--- src/rtl/cnt_pkg.sv ---
// Shared types for the counter sequencer: FSM state encoding and command opcodes.
package cnt_pkg;

    typedef enum logic [1:0] {
        ST_IDLE  = 2'b00,
        ST_RUN   = 2'b01,
        ST_PAUSE = 2'b10,
        ST_DONE  = 2'b11
    } state_t;

    localparam logic [1:0] OP_NOP    = 2'b00;
    localparam logic [1:0] OP_START  = 2'b01;
    localparam logic [1:0] OP_TOGGLE = 2'b10;
    localparam logic [1:0] OP_STOP   = 2'b11;

endpackage

--- src/rtl/cnt_core.sv ---
// W-bit up-counter: clr wins, otherwise increments when en and not hold.
// term flags cnt==limit so the controller can decide terminal handling.
module cnt_core #(
    parameter int W = 4
) (
    input  logic         clk,
    input  logic         rst,
    input  logic         clr,
    input  logic         en,
    input  logic         hold,
    input  logic [W-1:0] limit,
    output logic [W-1:0] cnt,
    output logic         term
);

    always_ff @(posedge clk or posedge rst) begin
        if (rst) begin
            cnt <= '0;
        end else if (clr) begin
            cnt <= '0;
        end else if (en && !hold) begin
            cnt <= cnt + W'(1);
        end
    end

    assign term = (cnt == limit);

endmodule

--- src/rtl/cnt_seq_ctrl.sv ---
// Command-driven sequencer around cnt_core: start/pause/stop over valid/ready,
// one-shot or periodic terminal count with a registered one-cycle done pulse.
module cnt_seq_ctrl
    import cnt_pkg::*;
#(
    parameter int W = 4
) (
    input  logic         clk,
    input  logic         rst,
    input  logic         cmd_valid,
    output logic         cmd_ready,
    input  logic [1:0]   cmd_op,
    input  logic [W-1:0] cmd_limit,
    input  logic         cmd_mode,
    output logic [W-1:0] cnt,
    output logic         busy,
    output logic         paused,
    output logic         done
);

    state_t       state, state_n;
    logic [W-1:0] limit_q;
    logic         mode_q;
    logic         accept;
    logic         clr, en, hold, load, done_n;
    logic         term;

    cnt_core #(.W(W)) u_core (
        .clk   (clk),
        .rst   (rst),
        .clr   (clr),
        .en    (en),
        .hold  (hold),
        .limit (limit_q),
        .cnt   (cnt),
        .term  (term)
    );

    assign cmd_ready = (state != ST_DONE);
    assign busy      = (state == ST_RUN) || (state == ST_PAUSE);
    assign paused    = (state == ST_PAUSE);
    assign accept    = cmd_valid && cmd_ready;

    always_ff @(posedge clk or posedge rst) begin
        if (rst) begin
            state   <= ST_IDLE;
            limit_q <= '0;
            mode_q  <= 1'b0;
            done    <= 1'b0;
        end else begin
            state <= state_n;
            done  <= done_n;
            if (load) begin
                limit_q <= cmd_limit;
                mode_q  <= cmd_mode;
            end
        end
    end

    // An accepted command in RUN/PAUSE takes precedence over the count update.
    always_comb begin
        state_n = state;
        clr     = 1'b0;
        en      = 1'b0;
        hold    = 1'b0;
        load    = 1'b0;
        done_n  = 1'b0;
        unique case (state)
            ST_IDLE: begin
                if (accept && cmd_op == OP_START) begin
                    state_n = ST_RUN;
                    clr     = 1'b1;
                    load    = 1'b1;
                end
            end
            ST_RUN, ST_PAUSE: begin
                en = (state == ST_RUN);
                if (accept && cmd_op == OP_START) begin
                    state_n = ST_RUN;
                    clr     = 1'b1;
                    load    = 1'b1;
                end else if (accept && cmd_op == OP_STOP) begin
                    state_n = ST_IDLE;
                    clr     = 1'b1;
                end else if (accept && cmd_op == OP_TOGGLE) begin
                    state_n = (state == ST_RUN) ? ST_PAUSE : ST_RUN;
                    hold    = 1'b1;
                end else if (state == ST_RUN && term) begin
                    done_n = 1'b1;
                    if (mode_q) begin
                        clr = 1'b1;
                    end else begin
                        hold    = 1'b1;
                        state_n = ST_DONE;
                    end
                end
            end
            ST_DONE: begin
                state_n = ST_IDLE;
            end
            default: state_n = ST_IDLE;
        endcase
    end

endmodule

--- config.mk ---
export PLATFORM = sky130hd
export DESIGN_NAME = cnt_seq_ctrl
export DESIGN_NICKNAME = d
export VERILOG_FILES = /design/src/rtl/cnt_pkg.sv /design/src/rtl/cnt_core.sv /design/src/rtl/cnt_seq_ctrl.sv
export SDC_FILE = /design/constraint.sdc
export NUM_CORES = 1
export LEC_CHECK = 0
export CORE_MARGIN = 4
export CORE_UTILIZATION = 45
export CTS_CLUSTER_DIAMETER = 40
export DETAILED_ROUTE_END_ITERATION = 8
export DONT_BUFFER_PORTS = 1
export PLACE_DENSITY = 0.7
export SLEW_MARGIN = 20
export SYNTH_ARGS = -nofsm -noshare
export SYNTH_HDL_FRONTEND = slang
export SYNTH_SLANG_ARGS = --single-unit
--- constraint.sdc ---
create_clock -name clk -period 2.1 [get_ports clk]
set_clock_uncertainty 0.2 [all_clocks]
set_input_delay 0.42 -clock clk [delete_from_list [all_inputs] [get_ports clk]]
set_output_delay 0.42 -clock clk [all_outputs]
set_load 0.05 [all_outputs]
# --- Word-level counts from Yosys, hierarchy flattened ---
# Cells that the tools add are included.
op_classes:
  addsub: 1
  eq_ne: 11
  muxes: 30
  n_reduce_logical: 13
op_table:
  columns: ["cell", "count"]
  rows:
  - ["1-bit 2-to-1 mux", 19]
  - ["2-bit 2-to-1 mux", 7]
  - ["5-bit inequality test (second input constant)", 2]
  - ["2-bit equality test (second input constant)", 4]
  - ["4-bit 2-to-1 mux", 2]
  - ["1-bit logical AND", 6]
  - ["2-bit one-hot mux with 3 select lines", 1]
  - ["4-bit by 1-bit adder with 4-bit output (second input constant)", 1]
  - ["2-bit by 1-bit equality test with 1-bit output (second input constant)", 2]
  - ["4-bit equality test", 1]
  - ["2-bit inequality test (second input constant)", 2]
  - ["3-bit AND reduction", 1]
  - ["3-bit OR reduction", 1]
  - ["2-bit logical NOT", 1]
  - ["1-bit one-hot mux with 2 select lines", 1]
  - ["2-bit nonzero test", 1]
  - ["2-bit OR reduction", 1]
  - ["1-bit logical NOT", 1]
  - ["1-bit logical OR", 1]
word_totals:
  reg_bits: 12
  in_bits: 10
  out_inout_bits: 8
  elab_cells: 60

# --- Logic depth before layout (Yosys ltp) ---
# Gate-level depths: netlist (run 1).
depth:
  depth_word: 11
  mapped_depth: 7
  depth_no_buf: 6

# --- Modules after synthesis ---
# A second synthesis (run 1) with hierarchy kept.
hier_totals:
  cells_unflattened: 72
  area_unflattened_um2: 744.5
modules_own_cells:
  columns: ["mod", "n_inst", "cells_each", "area_per_inst_um2", "seq_area_each_um2"]
  rows:
  - ["cnt_seq_ctrl", 1, 49, 499.2, 200.2]
  - ["cnt_core", 1, 23, 245.2, 100.1]

# --- Worst setup path before layout (run 1) ---
# Ideal clock, no wire load.
synth_timing:
  kind: "flip-flop to flip-flop"
  from: "reg u_core.cnt[0]"
  to: "reg u_core.cnt[3]"
  setup_time_ps: 134
  arrival_time_ps: 1873
  required_time_ps: 1766
  setup_slack_ps: -107
  stages_incl_launch_ff: 6
  path_buffers: 0
  synth_period_minus_slack_ps: 2207
  path_cell_list: "dfrtp_1 xnor2_2 nand3_2 or4b_1 a211oi_2 a31oi_1"
synth_between:
  elab_chain_len: 10
  elab_cells_between_ends: 18
  classes_between: "1 x add/sub; 1 x eq/ne; 12 x mux; 4 x reduce/logical"
synth_lines:
  columns: ["element", "line", "text"]
  rows:
  - ["from (decl)", "cnt_core.sv:12", "output logic [W-1:0] cnt,"]
  - ["from (signal assigned)", "cnt_core.sv:22", "cnt <= cnt + W'(1);"]
  - ["4-bit equality test", "cnt_core.sv:26", "assign term = (cnt == limit);"]
  - ["1-bit logical AND", "cnt_seq_ctrl.sv:88", "end else if (state == ST_RUN && term) begin"]
  - ["1-bit 2-to-1 mux", "cnt_seq_ctrl.sv:88", null]
  - ["1-bit 2-to-1 mux", "cnt_seq_ctrl.sv:85", "end else if (accept && cmd_op == OP_TOGGLE) begin"]
  - ["1-bit 2-to-1 mux", "cnt_seq_ctrl.sv:82", "end else if (accept && cmd_op == OP_STOP) begin"]
  - ["1-bit 2-to-1 mux", "cnt_seq_ctrl.sv:78", "if (accept && cmd_op == OP_START) begin"]
  - ["1-bit 2-to-1 mux", "cnt_seq_ctrl.sv:68", "unique case (state)"]
  - ["1-bit logical NOT", "cnt_core.sv:21", "end else if (en && !hold) begin"]
  - ["1-bit logical AND", "cnt_core.sv:21", null]
  - ["2-bit nonzero test (no line)", null, null]
# Parallel ways exist; a longest one is shown, timed or not. The select of a mux whose other input is x is not followed.
# A chain may end at the register's enable or synchronous reset.

# --- Worst setup path in the final report (run 1) ---
layout_timing:
  from: "reg state[0]"
  to: "reg u_core.cnt[0]"
layout_between:
  elab_chain_len: 10
  elab_cells_between_ends: 26
  classes_between: "3 x eq/ne; 13 x mux; 10 x reduce/logical"
layout_lines:
  columns: ["element", "line", "text"]
  rows:
  - ["from (decl)", "cnt_seq_ctrl.sv:21", "state_t state, state_n;"]
  - ["from (signal assigned)", "cnt_seq_ctrl.sv:51", "state <= state_n;"]
  - ["2-bit by 1-bit equality test with 1-bit output or 2-bit inequality test (tied branches)", null, null]
  - ["1-bit logical AND (on tied branches)", "cnt_seq_ctrl.sv:88, cnt_seq_ctrl.sv:42", null]
  - ["1-bit 2-to-1 mux or 1-bit logical AND (tied branches)", "cnt_seq_ctrl.sv:88, cnt_seq_ctrl.sv:85", null]
  - ["1-bit 2-to-1 mux", "cnt_seq_ctrl.sv:85", null]
  - ["1-bit 2-to-1 mux", "cnt_seq_ctrl.sv:82", null]
  - ["1-bit 2-to-1 mux", "cnt_seq_ctrl.sv:78", null]
  - ["1-bit 2-to-1 mux", "cnt_seq_ctrl.sv:68", null]
  - ["1-bit logical NOT", "cnt_core.sv:21", null]
  - ["1-bit logical AND", "cnt_core.sv:21", null]
  - ["2-bit nonzero test (no line)", null, null]
# Parallel ways exist; a longest one is shown, timed or not.

==> qor.yml, run 1 <==
gr-total-overflow: 0
netlist_instances: 79
clkPwrFrac_pct: 8.8
r2r_setup_slack_ps: 100
antenna_left: 0
die_h_um: 50.6
via_count: 657
p_int_w: 0.000875
switching_share_pct: 49.2
r2r_end: "u_core.cnt[0]"
leakage_nw: 0.431
grt_pass1_wl_um: 2640
drive_above_1_share_pct: 37.2
synth-seq-area-share_pct: 36.7
synth_seq_cells: 12
status: "complete, no violations"
synth_warnings: 0
slew_viol_final: 0
chipWidth_um: 50.6
final_common_cell: "buf_4"
clock-root-buffer: "clkbuf_4"
cts_made_buffers: 3
pwr_density_cell_nw_per_um2: 1700
critPathKind: "flop to flop"
final_cell_mix: "buf_4 (10), dfrtp_1 (8), mux2_2 (5), ha_1 (5)"
cp-endpoint: "u_core.cnt[0]"
wl_um: 1720
row_count: 15
globalplace.congestion: 0.827
cts.sinks: 12
fmax_mhz: 500
first_iter_violations: 14
grt_max_degree: 13
max_cap_viol_count: 0
num_io_pins: 18
ys_types: 33
power_w: 0.00172
synth_edf_count: 0
wl_per_cell_um: 14.4
p_sw_w: 0.000848
hold_viol: 0
clk_pin_slew_ps: 80
regToRegStartpoint: "state[0]"
period_needed_ps: 2000
place_area_um2: 932
worstRegToRegCells: 5
start_util_pct: 47.4
antenna_found_initial: 0
first_global_vias: 597
hold_slack_ps: 79.2
core_area_um2: 1730
cpPeakStageDelay_ps: 530
endpoint_kind: "flop"
slew_headroom_pct: 66.6
dieArea_um2: 2560
ctsHtreeMaxLevel: 1
dp.final_hpwl_um: 1350
clockBufferDepth: 2
finalSetupTns_ps: 0
worstSkewPairLatency_ps: 290
area_delta_synth_final_pct: 24.0
tightest_slew_ps: 502
worstPathRequired_ps: 2070
cts_tree: "built"
crit_fanout: 4
synth_area_per_cell_um2: 10.4
routed_via_density: 5.52
critPathArrivalTime_ps: 1960
seqPwrFrac_pct: 25.3
pre_cts_ws_ps: 23.9
start_kind: "flop"
critPathSlowestCell: "or4b_4"
path_cells: "ha_1 -> and4bb_4 -> or4b_4 -> a211oi_4 -> a21oi_1"
ir_drop_mv: 0.755
synthesis.nets: 96
setup_viol: 0
grt_usage_pct: 14.6
rsz0062_at_grt: "false"
startpoint: "state[0]"
fin_nets: 112
hp-class: "primary input to flop"
hold_path_depth: 1
fin_ws_ps: 102
fin_crit_sh_pct: 95.1
portBuffers: 0
first_pass_iters: 6
synth.cell_area_um2: 818
ys.flop_type: "dfrtp_1"
async_reset_ff_share_pct: 100
n_antenna_cell: 0
fin_area_um2: 1010
p_comb_share_pct: 66.0
drc_errors: 0
[metrics by stage]
step	util, %	std cells
floorplan	-	79
global placement	54.0	113
detailed placement	54.0	113
CTS	56.3	118
global route	58.8	119
finish	58.8	119
[registers in the layout, indices dropped and copies added, names as in the netlist]
name        count
done            1
limit_q         4
mode_q          1
state           2
u_core.cnt      4
[cells in the mapped netlist (2+ instances only)]
cell / n / area (µm²)
nor2_1: 3 / 11.3
a31oi_1: 2 / 12.5
o21ai_0: 4 / 20.0
nor2b_1: 3 / 18.8
nand2_1: 5 / 18.8
or3_1: 2 / 12.5
ha_1: 7 / 87.6
mux2_2: 5 / 56.3
xnor2_2: 2 / 32.5
inv_1: 4 / 15.0
nor3_1: 3 / 15.0
nand4_1: 2 / 12.5
dfrtp_1: 12 / 300
nand3_2: 2 / 20.0
a21oi_1: 3 / 15.0
or2b_1: 3 / 22.5
[worst max-delay path, delay by kind of cell (launching register included)]
family,cells,cell delay [ps]
simple gates,2,740
flops,1,400
compound gates,2,350
fa+ha+maj,1,200
[per-layer routing]
metal | vias to the layer above | track usage, % | wire, µm
met3 | 5 | 8.31 | 132
met4 | 0 | 6.73 | 34
met1 | 313 | 16.5 | 749
li1 | 316 | - | -
met2 | 23 | 22.0 | 800
met5 | - | 0 | 0
[what timing repair did]
action / 4_1_cts / 5_1_grt
gates resized for setup: 1 / 6
pin swaps: 0 / 1
buffers inserted: 0 / 1
endpoints found under the setup margin: 1 / 6
hold endpoints to repair: 12 / 0
hold buffers: 1 / 0
[how the worst min path moves through the flow]
stage | from | end | slack, ps
after global placement | rst | limit_q[0] | 140
after detailed placement | rst | limit_q[1] | 140
final | cmd_limit[2] | limit_q[2] | 80
after global routing | cmd_limit[2] | limit_q[2] | 60
after CTS | cmd_limit[2] | limit_q[2] | 70
after floorplan | rst | done | 80
[power groups by stage]
stage          Clock [W]  Combinational [W]  Sequential (W)
6_report        0.000151            0.00114        0.000435
5_1_grt         0.000170            0.00123        0.000447
4_1_cts         0.000156            0.00105        0.000433
3_5_place_dp           0            0.00103        0.000438
3_3_place_gp           0            0.00101        0.000435
2_1_floorplan          0           0.000647        0.000555
[cell families after synthesis]
kind of cell    Yosys count  share of synthesized area, %
compound gates           14                          11.3
fa+ha+maj                 7                          10.7
simple gates             32                          25.8
buf+inv                   5                          2.29
flops                    12                          36.7
xor+xnor                  3                          5.05
mux                       6                          8.10
[final cells by class]
| cell class | instances | area (µm²) |
|---|---|---|
| clock buffer | 4 | 26.3 |
| fill | 155 | 712 |
| inverter | 4 | 18.8 |
| multi-input combinational | 62 | 537 |
| sequential | 12 | 305 |
| tap | 25 | 31.3 |
| timing repair buffer | 12 | 96.3 |
Power figures use the tool's default switching activity.
==> run 2, diff against run 1 <==
- PLACE_DENSITY: 0.7 -> 0.68
- clock period: 2.1 -> 2.5 ns (I/O delays scaled with it)
==> run 2 against run 1 <==
Against the previous run:
- first-iteration DRC count grew 29%
- critical path depth grew 1
- count of clock-buffer cells in the layout is the same
- largest power group unchanged
- highest routed layer is now met3
==> qor.yml, run 2 (synthesis results as in run 1) <==
status: "complete, no violations"
rsz0062_at_grt: "false"
clk_pin_slew_ps: 70  # about the same
seq_area_um2: 300  # -1.6%
start_kind: "flop"
fin_crit_sh_pct: 87.7  # -7.4 points
num_io_pins: 18  # unchanged
tightest_slew_ps: 497  # -5.36 ps
wl_per_cell_um: 13.8  # -4.2%
slew_viol_final: 0  # unchanged
area_delta_synth_final_pct: 14.5
hold_slack_ps: 178  # +98.6 ps
top_usage_layer: "met2"
fin_nets: 107  # -4.5%
cts.sinks: 12  # unchanged
grt_pass1_wl_um: 2550  # -3.4%
dieArea_um2: 2560  # unchanged
drive_above_1_share_pct: 24.7  # -13 points
slew_headroom_pct: 67.0  # +0.36 points
postLayoutCoreUtil_pct: 54.3  # -4.5 points
hold_viol: 0  # unchanged
worstSkewPairLatency_ps: 270  # -20 ps
met3_usage_pct: 7.12  # -1.2 points
crit_fanout: 4  # unchanged
grt_max_degree: 13  # unchanged
finalSetupTns_ps: 0  # unchanged
fmax_mhz: 456  # -8.9%
cts_made_buffers: 3  # unchanged
multi_input_area_um2: 499  # -7.0%
routed_via_density: 5.49  # -0.54%
final_cell_mix: "dfrtp_1 (12), ha_1 (7), buf_4 (6)"
chipWidth_um: 50.6  # unchanged
n_antenna_cell: 0  # unchanged
fillers: 171  # +10%
period_needed_ps: 2190  # +194 ps
die_h_um: 50.6  # unchanged
clock-root-buffer: "clkbuf_4"
cts_tree: "built"
drc_errors: 0  # unchanged
ir_drop_mv: 0.702  # -7.0%
fin_ws_ps: 308  # +206 ps
power_w: 0.00132  # -23%
setup_viol: 0  # unchanged
critPathArrivalTime_ps: 2140  # +180 ps
antenna_found_initial: 0  # unchanged
core_area_um2: 1730  # unchanged
critPathKind: "flop to flop"
pwr_density_cell_nw_per_um2: 1410  # -17%
first_global_vias: 585  # -2.0%
row_count: 15  # unchanged
globalplace.congestion: 0.829  # +0.27%
first_iter_violations: 18  # +4
leakage_nw: 0.415  # -3.7%
reg_top3: "limit_q x4, u_core.cnt x4, state x2"
final_common_cell: "dfrtp_1"
start_util_pct: 47.4  # unchanged
gr-total-overflow: 0  # unchanged
first_pass_iters: 4  # -2
grt_usage_pct: 13.6  # -1.0 points
portBuffers: 0  # unchanged
endpoint_kind: "flop"
antenna_left: 0  # unchanged
ctsHtreeMaxLevel: 1  # unchanged
use_met1_pct: 16.3  # -0.21 points
use_met2_pct: 20.7  # -1.3 points
wl_um: 1580  # -8.2%
ctsResizeCount: 0  # -1
worstPathRequired_ps: 2450  # +380 ps
hp-class: "primary input to flop"
pre_cts_ws_ps: 317  # +293 ps
dp.final_hpwl_um: 1300  # -3.4%
max_cap_viol_count: 0  # unchanged
via_count: 626  # -4.7%
clockBufferDepth: 2  # unchanged
## run 2: changes by cell type in the layout (fill, tap and decap cells not counted), moves of 2 or more
cell | previous run | this run
dfrtp_1 | 8 | 12
buf_4 | 10 | 6
ha_1 | 5 | 7
dfrtp_2 | 4 | 0
## run 2: worst paths after layout
kind | start | end | slack [ps] | cells past startpoint
worst max-delay path | state[1] | u_core.cnt[1] | 310 | 6
worst min-delay path | cmd_mode | mode_q | 180 | 1
worst max register to register | state[1] | u_core.cnt[1] | 310 | 6
worst min register to register | limit_q[2] | limit_q[2] | 330 | 1
max in group asynchronous | rst | limit_q[2] | 1340 | 2
min in group asynchronous | rst | u_core.cnt[2] | 460 | 2
## run 2: cell type report
class                      count  area share (%)
tap                           25            3.34
sequential                    12            32.0
multi-input combinational     62            53.3
inverter                       4            1.60
timing repair buffer           7            5.87
clock buffer                   4            3.87
## run 2: critical path: stages, from the launching register on
cell and delay (ps):
dfrtp_1 410, inv_1 130, ha_1 230, nand3_2 110, or4b_1 550, a211oi_2 350
a21oi_1 80
## run 2: repair_timing
action                                 4_1_cts  5_1_grt
endpoints found under the hold margin       12        0
hold buffers                                 1        0
buffers inserted                             0        0
## run 2: metal layers
metal | up-vias | routed length, µm
li1 | 310 | -
met1 | 295 | 690
met2 | 21 | 770
met3 | 0 | 114
met4 | 0 | 0
met5 | - | 0
## run 2: stage by stage
| stage | cells | instance area, µm² |
|---|---|---|
| floorplan | 79 | 818 |
| global placement | 109 | 891 |
| detailed placement | 109 | 891 |
| CTS | 114 | 937 |
| global route | 114 | 937 |
| finish | 114 | 937 |
## run 2: power by group
part	leakage [nW]	switching, W	internal [W]	total (W)
Clock	0.0210	0.0000630	0.0000886	0.000152
Sequential	0.147	0.0000872	0.000274	0.000361
Combinational	0.248	0.000502	0.000310	0.000811
